<file path="src/rtl/dll_sar_pkg.sv">
// dll_sar_pkg: shared state encodings and the midscale helper for the
// FMDLL delay-line SAR controller and its delay-line code decoder.
package dll_sar_pkg;

  // Widest code any instance may use; midscale() returns this many bits.
  localparam int MAX_WIDTH = 16;

  // Controller state encodings (kept as plain constants for legacy users).
  localparam logic [1:0] ST_IDLE   = 2'd0;
  localparam logic [1:0] ST_SEARCH = 2'd1;
  localparam logic [1:0] ST_DONE   = 2'd2;
  localparam logic [1:0] ST_TRACK  = 2'd3;

  // Same encodings as an enum, for decoders and debug views.
  typedef enum logic [1:0] {
    S_IDLE   = 2'd0,
    S_SEARCH = 2'd1,
    S_DONE   = 2'd2,
    S_TRACK  = 2'd3
  } sar_state_e;

  // Midscale code for a given width: MSB set, all other bits clear.
  function automatic logic [MAX_WIDTH-1:0] midscale(input int width);
    logic [MAX_WIDTH-1:0] m;
    m = '0;
    m[width-1] = 1'b1;
    return m;
  endfunction

endpackage

</file>
<file path="src/rtl/sar_track_filter.sv">
// sar_track_filter: run-length filter on the phase decision. Requests a
// single +1/-1 code step after TRACK_CNT consecutive identical decisions,
// suppressing any step that would leave the code range.
module sar_track_filter #(
  parameter int WIDTH     = 10,
  parameter int TRACK_CNT = 4
) (
  input  logic             clk4,
  input  logic             rst_n,
  input  logic             i_en,
  input  logic             i_comp,
  input  logic [WIDTH-1:0] i_code,
  output logic             o_step_up,
  output logic             o_step_dn
);

  localparam logic [3:0] CNT_TARGET = 4'(TRACK_CNT);

  logic       r_dir;
  logic [3:0] r_cnt;
  logic [3:0] w_run;
  logic       w_hit;

  // Length of the current run including this edge's decision.
  always_comb begin
    w_run = (i_comp == r_dir) ? (r_cnt + 4'd1) : 4'd1;
    w_hit = (w_run == CNT_TARGET);
  end

  // Step requests; the counter still clears at a saturated bound.
  assign o_step_up = i_en & w_hit &  i_comp & ~(&i_code);
  assign o_step_dn = i_en & w_hit & ~i_comp &  (|i_code);

  // Direction flag and run counter; held cleared whenever tracking is off.
  always_ff @(posedge clk4 or negedge rst_n) begin
    if (!rst_n) begin
      r_dir <= 1'b0;
      r_cnt <= 4'd0;
    end else if (!i_en) begin
      r_dir <= 1'b0;
      r_cnt <= 4'd0;
    end else begin
      r_dir <= i_comp;
      r_cnt <= w_hit ? 4'd0 : w_run;
    end
  end

endmodule

</file>
<file path="src/rtl/dll_sar_ctrl.sv">
// dll_sar_ctrl: successive-approximation controller for the FMDLL delay-line
// code. One bit per clk4 edge, MSB first, from the phase detector decision.
// Build option: define DLL_SAR_TRACK_EN to continue in filtered +/-1
// tracking after the search instead of freezing the code.
module dll_sar_ctrl
  import dll_sar_pkg::*;
#(
  parameter int WIDTH     = 10,
  parameter int TRACK_CNT = 4
) (
  input  logic             clk4,
  input  logic             rst_n,
  input  logic             start,
  input  logic             comp,
  output logic [WIDTH-1:0] code,
  output logic [WIDTH-1:0] code_next,
  output logic             busy,
  output logic             done,
  output logic             lock
);

  localparam int                   IDX_W    = $clog2(WIDTH);
  localparam logic [MAX_WIDTH-1:0] MID_FULL = midscale(WIDTH);
  localparam logic [WIDTH-1:0]     MID      = MID_FULL[WIDTH-1:0];
  localparam logic [WIDTH-1:0]     CODE_ONE = {{(WIDTH-1){1'b0}}, 1'b1};
  localparam logic [IDX_W-1:0]     IDX_TOP  = IDX_W'(WIDTH - 1);
  localparam logic [IDX_W-1:0]     IDX_ONE  = {{(IDX_W-1){1'b0}}, 1'b1};
`ifdef DLL_SAR_TRACK_EN
  localparam logic [1:0]           ST_FINAL = ST_TRACK;
`else
  localparam logic [1:0]           ST_FINAL = ST_DONE;
`endif

  logic [1:0]       r_state;
  logic [WIDTH-1:0] r_code;
  logic [IDX_W-1:0] r_idx;
  logic             r_done;

  logic [1:0]       w_state_next;
  logic [WIDTH-1:0] w_code_next;
  logic [IDX_W-1:0] w_idx_next;
  logic             w_done_next;
  logic             w_step_up;
  logic             w_step_dn;

`ifdef DLL_SAR_TRACK_EN
  logic w_track_en;

  // The filter runs only while tracking; a start request clears it.
  assign w_track_en = (r_state == ST_TRACK) & ~start;

  sar_track_filter #(
    .WIDTH     (WIDTH),
    .TRACK_CNT (TRACK_CNT)
  ) u_track (
    .clk4      (clk4),
    .rst_n     (rst_n),
    .i_en      (w_track_en),
    .i_comp    (comp),
    .i_code    (r_code),
    .o_step_up (w_step_up),
    .o_step_dn (w_step_dn)
  );
`else
  localparam logic [3:0] TRACK_CNT_L = 4'(TRACK_CNT);
  logic w_unused_track_cnt;

  // Without tracking the code never steps after lock.
  assign w_step_up          = 1'b0;
  assign w_step_dn          = 1'b0;
  assign w_unused_track_cnt = ^TRACK_CNT_L;
`endif

  // Next-state / next-code logic; start overrides every other transition.
  always_comb begin
    w_state_next = r_state;
    w_code_next  = r_code;
    w_idx_next   = r_idx;
    w_done_next  = 1'b0;
    if (start) begin
      w_state_next = ST_SEARCH;
      w_code_next  = MID;
      w_idx_next   = IDX_TOP;
    end else begin
      case (r_state)
        ST_SEARCH: begin
          // Resolve bit idx from the decision, then trial-set the next bit.
          w_code_next[r_idx] = comp;
          if (r_idx != '0) begin
            w_code_next[r_idx - IDX_ONE] = 1'b1;
            w_idx_next                   = r_idx - IDX_ONE;
          end else begin
            w_state_next = ST_FINAL;
            w_done_next  = 1'b1;
          end
        end
        ST_TRACK: begin
          if (w_step_up) begin
            w_code_next = r_code + CODE_ONE;
          end else if (w_step_dn) begin
            w_code_next = r_code - CODE_ONE;
          end
        end
        default: begin
        end
      endcase
    end
  end

  // State, code, bit index and the completion pulse register.
  always_ff @(posedge clk4 or negedge rst_n) begin
    if (!rst_n) begin
      r_state <= ST_IDLE;
      r_code  <= MID;
      r_idx   <= IDX_TOP;
      r_done  <= 1'b0;
    end else begin
      r_state <= w_state_next;
      r_code  <= w_code_next;
      r_idx   <= w_idx_next;
      r_done  <= w_done_next;
    end
  end

  assign code      = r_code;
  assign code_next = w_code_next;
  assign busy      = (r_state == ST_SEARCH);
  assign lock      = (r_state == ST_DONE) | (r_state == ST_TRACK);
  assign done      = r_done;

endmodule

</file>
<file path="config.mk">
export PLATFORM = sky130hd
export DESIGN_NAME = dll_sar_ctrl
export DESIGN_NICKNAME = d
export VERILOG_FILES = /design/src/rtl/dll_sar_pkg.sv /design/src/rtl/sar_track_filter.sv /design/src/rtl/dll_sar_ctrl.sv
export SDC_FILE = /design/constraint.sdc
export NUM_CORES = 1
export LEC_CHECK = 0
export ABC_CLOCK_PERIOD_IN_PS = 5900
export CORE_UTILIZATION = 47
export CTS_BUF_LIST = sky130_fd_sc_hd__clkbuf_4 sky130_fd_sc_hd__clkbuf_8
export CTS_CLUSTER_SIZE = 28
export DETAILED_ROUTE_END_ITERATION = 10
export PLACE_DENSITY = 0.82
export SETUP_SLACK_MARGIN = 0.15
export SYNTH_ARGS = -nofsm -noshare
export SYNTH_HDL_FRONTEND = slang
export SYNTH_SLANG_ARGS = --single-unit
export TNS_END_PERCENT = 5
</file>
<file path="constraint.sdc">
create_clock -name clk4 -period 5.9 [get_ports clk4]
set_input_delay 1.18 -clock clk4 [delete_from_list [all_inputs] [get_ports clk4]]
set_output_delay 1.18 -clock clk4 [all_outputs]
set_load 0.005 [all_outputs]
</file>
Yosys cells after proc, flatten, opt, wreduce, memory -nomap -nowiden
Cells that the tools add are included.
{"block": "classes", "add_sub_neg": 1, "n_mul": 0, "div": 0, "magnitude_cmp": 4, "n_eq_ne": 4, "n_shift": 0, "mux": 17, "bitwise_logic": 2, "reduce_logical": 7}
{"op": "10-bit 2-to-1 mux", "count": 3}
{"op": "4-bit 2-to-1 mux", "count": 3}
{"op": "10-bit bitwise mux", "count": 1}
{"op": "4-bit by 5-bit < comparator with 1-bit output, second input constant", "count": 2}
{"op": "10-bit bitwise OR", "count": 1}
{"op": "1-bit demux with 4-bit select", "count": 2}
{"op": "4-bit by 1-bit greater-or-equal comparator with 1-bit output, second input constant", "count": 2}
{"op": "2-bit 2-to-1 mux", "count": 3}
{"op": "1-bit 2-to-1 mux", "count": 5}
{"op": "2-bit equality test, second input constant", "count": 2}
{"op": "2-bit AND reduction", "count": 2}
{"op": "2-bit nonzero test", "count": 2}
{"op": "4-bit nonzero test", "count": 1}
{"op": "4-bit by 1-bit subtractor with 4-bit output, second input constant", "count": 1}
{"op": "2-bit by 1-bit equality test with 1-bit output, second input constant", "count": 1}
{"op": "1-bit logical AND", "count": 2}
{"op": "2-bit inequality test, second input constant", "count": 1}
{"op": "1-bit bitwise OR", "count": 1}
{"block": "word_totals", "reg_bits": 17, "latchBits": 0, "mem_bits_rw": 0, "romBits": 0, "inputBits": 4, "output_inout_bits": 23, "elab_cells": 39, "mem_count": 0}

Longest topological paths before layout
Gate-level depths: netlist (run 1).
{"block": "logic_depth", "ltp_word": 9, "mapped_depth": 6, "ltp_nobuf": 6}

Worst setup path before layout (run 1)
OpenSTA, ideal clock, no wires.
{"block": "synth_timing", "path_kind": "in2out", "startpoint": "in start", "endpoint": "out code_next[1]", "arrival_time_ns": 2.271, "required_time_ns": 4.720, "path_slack_ns": 2.449, "cell_stages": 4, "n_path_buf": 1, "path_cell_list": "clkbuf_1 -> nor3b_1 -> o21ai_0 -> o32ai_1"}
{"block": "synth_between", "elab_chain_cells": 1}
{"element": "from (decl)", "line": "dll_sar_ctrl.sv:13", "rtl": "input logic start,"}
{"element": "10-bit 2-to-1 mux", "line": "dll_sar_ctrl.sv:80", "rtl": "if (start) begin"}
{"element": "to (decl)", "line": "dll_sar_ctrl.sv:16", "rtl": "output logic [WIDTH-1:0] code_next,"}
No other way between the ends.

Worst setup path in the final report (run 1)
{"block": "layout_timing", "startpoint": "in start", "endpoint": "out code_next[3]"}
The elaborated chain is that of the path after synthesis.

==> results.md, run 1 <==
* Outcome: completed
* Remaining antenna violation count after routing at 0
* CP max-delay cell: clkdlybuf4s50_1
* Total grt overflow at 0
* Cts bufs inserted at 3
* Initial DRC Count at 46
* Layout fillers at 194
* Critical path capture point type: output port
* Detail Placement HPWL at 1960 um
* Worst Hold End: code[0]
* DIE AREA at between 0.002 and 0.003 mm2
* Worst path buffer plus inverter count at 3
* Post-synthesis sequential area ratio at between 30% and 40%
* Clock Pin Slew Worst Setup and Hold Paths at 0.10 ns
* Total GRT Usage at 24.8%
* Post-synth top cells: 14 x dfrtp_1, 13 x nand2_1, 9 x nor2_1
* CTS H-Tree Depth at 1
* Synthesized Nets at between 100 and 150
* CTS Sinks at 17
* WS Path Type: in -> out
* Dpl cells at approximately 170
* Least-Margin Pin Slew at 0.801 ns
* Worst skew pair latency at 0.30 ns
* Core area at 0.00221 mm2
* Area of the multi-input gates at 619 um2
* Setup total negative slack at 0 ns
* Final GP Congestion at between 0.8 and 0.9
* Starting Density at 50.0%
* Cts hold-fix bufs at 0
* Top FF cell, synth: dfrtp_1
* Clock Skew at 0.00575 ns
* Most numerous cell in the Yosys netlist: dfrtp_1
* CP arrival at 3.38 ns
* Max incr delay on CP at 0.57 ns
* Power, Total at approximately 650 uW
* Post-synth EDFFs at 0
* Flop2flop setup slack at 3.46 ns
* # DRC at 0
* Post-synthesis cell area at 0.00111 mm2
* Share of layout cells above drive strength 1 at under 10%
* Worst Hold Launch: code[0]
* Ys Warns at 0
* CP top delay family: buffers and inverters
* IO Pins at 27
* Sequential cell area at roughly 430 um2
* Total Wirelength at between 2000 and 3000 um
* Pleak at 0.000576 uW
* Final hold slack at 0.580 ns
* First-pass GRT wire length at 4640 um
* Flops & latches, synth at 17
* Final Util at 63.7%
* Via count at 1031
* Final Hold Viols at 0
* Avg WL per Cell at 15.8 um
* Synth Instances at 123
* Library cells used by synthesis at 36
* Final Setup Violations at 0
* Die width at 50.5 um
* TritonCTS clock tree: built
* Synth top area cells: dfrtp_1 32%, ha_1 7.9%, mux2i_1 7.2%, dfstp_2 7.1%, nand2_1 4.4%
* Worst endpoint required time at 4.72 ns
* Initial antenna violation count at 0
* FF-to-FF Start: r_idx[0]
* Yosys top cell area share at between 30% and 40%
* Pins over their slew limit at 0
* Crit-path max FO at 19
* Critical path launch point type: input pin
* Area leader, netlist: dfrtp_1
* Final Cycle Share at 77.3%
* Async set or reset register ratio after synthesis at 100%
* RSZ-0062 raised after global routing: false
* Vias per cell at 5.89
* Vias in the first global route at 1025
* Area growth, synth to finish at 27.4%
* Hold WC Path Type: reg -> reg
* Worst Setup SP: start
* Post-cts resize count at 0
* PortBufs at 26
* Post-Syn Area per Cell at around 9 um2
* RR Endpoint: code[1]
* Most used cell along the critical path: clkdlybuf4s50_1
* Largest net degree at the start of global routing at 20
* Die Span Y at 50.5 um
* Max transition margin at 46.4%
* Min Tclk post-route at around 4.6 ns
* CTS root buf: clkbuf_4
* Peak supply drop at 348 uV
* Power Dens Cells at 459 mW/mm2
* Crit-path cells: clkdlybuf4s50_1 -> buf_4 -> nor3b_1 -> o21ai_0 -> o32ai_1 -> clkdlybuf4s50_1
* Max Clk Rate at 0.219 GHz
* Max Cap Violations at 0
* DRT Pass-1 Iters at 4
* CTS max path bufs at 2
* Num rows at 17
* R2R cell count at 6
* Final non-filler cell total at 175
* Post-layout net count at 159
* Hold Path Depth at 2
* Postcts setup bufs at 0
* # diodes at 0
==> where the power goes <==
part	total, uW	switching (uW)	leakage [uW]	internal [uW]
Sequential	216	58.7	0.000218	157
Clock	65.8	40.6	0.0000177	25.3
Combinational	366	184	0.000340	181
==> final cells by class <==
class | instances | share of cell area (%)
multi-input cells | 91 | 44.0
flip-flops and latches | 17 | 30.5
repair buffers | 27 | 19.0
well taps | 28 | 2.49
inverters | 8 | 2.13
clock buffers | 3 | 1.60
clock inverters | 1 | 0.355
==> layer usage <==
layer | GRT usage, % | up-vias | wire length (um) | part of all wire, %
met5 | 0 | - | 0 | 0
met4 | 11.1 | 0 | 61 | 2.2
met3 | 5.15 | 9 | 186 | 6.7
met2 | 40.0 | 55 | 1330 | 48
met1 | 31.7 | 476 | 1190 | 43
li1 | - | 491 | - | -
==> worst min-delay path, stage by stage, from the launching register on <==
cell and delay [ns]:
dfrtp_1 0.40, inv_1 0.06, a311oi_1 0.09
==> cell usage in the layout, fill, tap and decap left out, types with 2 or more instances in the layout <==
cell	Yosys	routed
clkdlybuf4s50_1	0	26
dfrtp_1	14	14
nand2_1	13	13
nor2_1	9	9
inv_1	8	8
mux2i_1	8	8
ha_1	7	7
nor3b_1	6	6
o22ai_1	6	6
nand2b_1	5	5
a21oi_1	5	5
nor3_1	4	4
o21ai_0	4	4
clkbuf_4	0	3
dfstp_2	3	3
nand3b_1	2	2
nand3_1	2	2
o32ai_1	2	2
o211ai_1	2	2
==> worst max path at each step <==
stage | endpoint | slack, ns | cells after the start
2_1_floorplan | code_next[1] | 2.45 | 4
3_3_place_gp | code_next[3] | 1.43 | 6
3_5_place_dp | code_next[3] | 1.33 | 6
4_1_cts | code_next[3] | 1.32 | 6
5_1_grt | code_next[3] | 1.14 | 6
6_report | code_next[3] | 1.34 | 6
==> flip-flops by register name, summed over array words and instances, names as in the netlist <==
signal,flops
code,10
r_idx,4
r_state,2
done,1
==> per-stage QoR <==
stage	worst slack [ns]	cell area [um2]
floorplan	2.45	1110
global placement	1.43	1380
detailed placement	1.33	1380
CTS	1.32	1410
global route	1.14	1410
finish	1.34	1410
==> cell families after synthesis <==
logic type / Yosys count / share of synthesized area (%)
AOI/OAI and AO/OA: 29 / 18.1
muxes: 8 / 7.24
DFF: 17 / 38.8
and+or+nand+nor: 46 / 21.9
adders and majority gates: 7 / 7.92
xor gates and xnor gates: 1 / 0.792
buffers and inverters: 15 / 5.20
No activity file was read; power rests on OpenSTA's default activity.
==> run 2, diff against run 1 <==
- ABC_CLOCK_PERIOD_IN_PS: 5900 -> 3700
- CORE_UTILIZATION: 47 -> 46
- PLACE_DENSITY: 0.82 -> 0.83
- clock period: 5.9 -> 3.7 ns (I/O delays scaled with it)
==> results.md, run 2 (synthesis results as in run 1) <==
* CP max-delay cell: clkdlybuf4s50_1 (unchanged)
* Commonest non-fill, non-tap cell in the layout: clkdlybuf4s50_1 (unchanged)
* Detail Placement HPWL at 2040 um (was 1960 um)
* RR Endpoint: code[9] (was code[1])
* Dpl cell area at 0.00140 mm2 (was 0.00138 mm2)
* # diodes at 0 (unchanged)
* Starting Density at 49.5% (was 50.0%)
* Detailed route wirelength on metal3 at 176 um (was 186 um)
* RSZ-0062 raised after global routing: true (was false)
* Top Layer Used: met4 (unchanged)
* Total grt overflow at 0 (unchanged)
* Post-layout net count at 165 (was 159)
* Initial DRC Count at 52 (was 46)
* Max transition margin at 46.6% (was 46.4%)
* Max Clk Rate at 0.289 GHz
* Largest net degree at the start of global routing at 20 (unchanged)
* Pins over their slew limit at 0 (unchanged)
* Final Hold Viols at 0 (unchanged)
* M1 WL at 1260 um (was 1190 um)
* DIE AREA at 0.00260 mm2 (was 0.00255 mm2)
* Final Setup Violations at 0 (unchanged)
* Final Cycle Share at between 90% and 100%
* CTS H-Tree Depth at 1 (unchanged)
* FF-to-FF Start: r_idx[0] (unchanged)
* Worst skew pair latency at 0.31 ns (was 0.30 ns)
* Peak supply drop at 434 uV (was 348 uV)
* CTS root buf: clkbuf_4 (unchanged)
* Flop2flop setup slack at 1.57 ns (was 3.46 ns)
* Max Cap Violations at 0 (unchanged)
* CP top delay family: compound AO/OA/AOI/OAI gates (was buffers and inverters)
* Power Dens Cells at 746 mW/mm2 (was 459 mW/mm2)
* Initial antenna violation count at 0 (unchanged)
* Die Span Y at 51.0 um (was 50.5 um)
* Critical path launch point type: flip-flop (was input pin)
* Worst Hold End: code[0] (unchanged)
* PortBufs at 26 (unchanged)
* Core area at 0.00223 mm2 (was 0.00221 mm2)
* Share of layout cells above drive strength 1 at 14.4% (was 6.80%)
* DRT Pass-1 Iters at 5 (was 4)
* Pleak at 0.000608 uW (was 0.000576 uW)
* Max reg flops at 10 (unchanged)
* First-pass GRT wire length at 4640 um (unchanged)
* Cts hold-fix bufs at 0 (unchanged)
* Area growth, synth to finish at 34.8% (was 27.4%)
* Setup total negative slack at 0 ns (unchanged)
* Remaining antenna violation count after routing at 0 (unchanged)
* Vias per cell at 5.97 (was 5.89)
* R2R cell count at 7 (was 6)
* Final GP Congestion at 0.922 (was 0.805)
* Die width at 51.0 um (was 50.5 um)
* CP arrival at 2.72 ns (was 3.38 ns)
* Wire length on met2 at 1500 um (was 1330 um)
* Clock Skew at 0.00946 ns (was 0.00575 ns)
* Hold WC Path Type: reg -> reg (unchanged)
* CTS Sinks at 17 (unchanged)
* Hold Path Depth at 2 (unchanged)
* Clock Pin Slew Worst Setup and Hold Paths at 0.11 ns (was 0.10 ns)
* Avg WL per Cell at 16.6 um (was 15.8 um)
* Worst path buffer plus inverter count at 2 (was 3)
* WS Path Type: reg -> out (was in -> out)
* Worst endpoint required time at 2.96 ns (was 4.72 ns)
* Max incr delay on CP at 0.57 ns (about the same)
* Vias in the first global route at 980 (was 1025)
* Outcome: completed (unchanged)
* Via count at 1080 (was 1031)
* Crit-path max FO at 8 (was 19)
* Total Wirelength at 3000 um (was 2770 um)
* Least-Margin Pin Slew at 0.799 ns (was 0.801 ns)
* Worst Hold Launch: code[0] (unchanged)
* # DRC at 0 (unchanged)
* TritonCTS clock tree: built (unchanged)
* CTS max path bufs at 2 (unchanged)
* Total GRT Usage at 24.8% (about the same)
* Crit-path cells: inv_2 -> ha_4 -> or2_2 -> o21ai_1 -> o21ai_1 -> o32ai_2 -> clkdlybuf4s50_1 (was clkdlybuf4s50_1 -> buf_4 -> nor3b_1 -> o21ai_0 -> o32ai_1 -> clkdlybuf4s50_1)
* Most frequent cells in the layout: 25 x clkdlybuf4s50_1, 13 x nand2_1, 13 x dfrtp_1 (was 26 x clkdlybuf4s50_1, 14 x dfrtp_1, 13 x nand2_1)
* Design area at 0.00149 mm2 (was 0.00141 mm2)
* IO Pins at 27 (unchanged)
* Cts bufs inserted at 3 (unchanged)
* Critical path capture point type: output port (unchanged)
* Most used cell along the critical path: o21ai_1 (was clkdlybuf4s50_1)
* Num rows at 17 (unchanged)
* Min Tclk post-route at roughly 3.5 ns
## run 2: cell types whose count changed in the layout (fill, tap and decap cells not counted), sizes merged
| cell | before | now |
|---|---|---|
| buf | 1 | 7 |
| clkdlybuf4s50 | 26 | 25 |
| dlymetal6s2s | 0 | 1 |
## run 2: layout make-up
cell class                      count  area (um2)
Fill cell                         184         742
Multi-Input combinational cell     91         653
Sequential cell                    17         430
Timing Repair Buffer               33         315
Tap cell                           28        35.0
Inverter                            8        30.0
Clock buffer                        3        22.5
Clock inverter                      1        5.00
## run 2: where the power goes
group / internal [uW] / switching (uW) / total, uW
clock network: 40.4 / 65.6 / 106
registers: 251 / 80.1 / 331
logic: 330 / 346 / 676
total: 621 / 492 / 1110
## run 2: worst min-delay path, delay by kind of cell, from the launching register on
family,cells,cell delay (ns)
AOI/OAI and AO/OA,1,0.09
buffers and inverters,1,0.07
DFF,1,0.39
## run 2: per-layer routing
layer,track usage [%],up-vias
met1,31.3,515
met4,13.0,0
met5,0,-
met3,3.27,9
li1,-,506
met2,41.0,50
## run 2: what timing repair did
action | 4_1_cts | 5_1_grt
buffers inserted | 1 | 3
pin swaps | 0 | 3
setup endpoints to repair | 6 | 5
resized for setup | 5 | 5
gates cloned | 0 | 0
## run 2: worst max-delay path by stage
stage,to,depth (start not counted),from,slack (ns)
after floorplan,code_next[9],6,r_idx[0],0.96
after global placement,code_next[1],5,start,0.35
after detailed placement,code_next[1],7,r_idx[0],0.20
after CTS,code_next[9],7,r_idx[0],0.16
after global routing,code_next[0],7,r_idx[0],0.15
final,code_next[1],7,r_idx[0],0.24
## run 2: stage by stage
step | utilization, % | power [uW] | hold WS (ns) | setup WS, ns | std cells
finish | 66.8 | 1110 | 0.586 | 0.237 | 181
global route | 66.8 | 1180 | 0.617 | 0.146 | 181
CTS | 64.9 | 1060 | 0.589 | 0.161 | 178
detailed placement | 62.5 | 925 | 0.566 | 0.199 | 173
global placement | 62.5 | 910 | 0.548 | 0.348 | 173
floorplan | - | 687 | 0.444 | 0.957 | 123
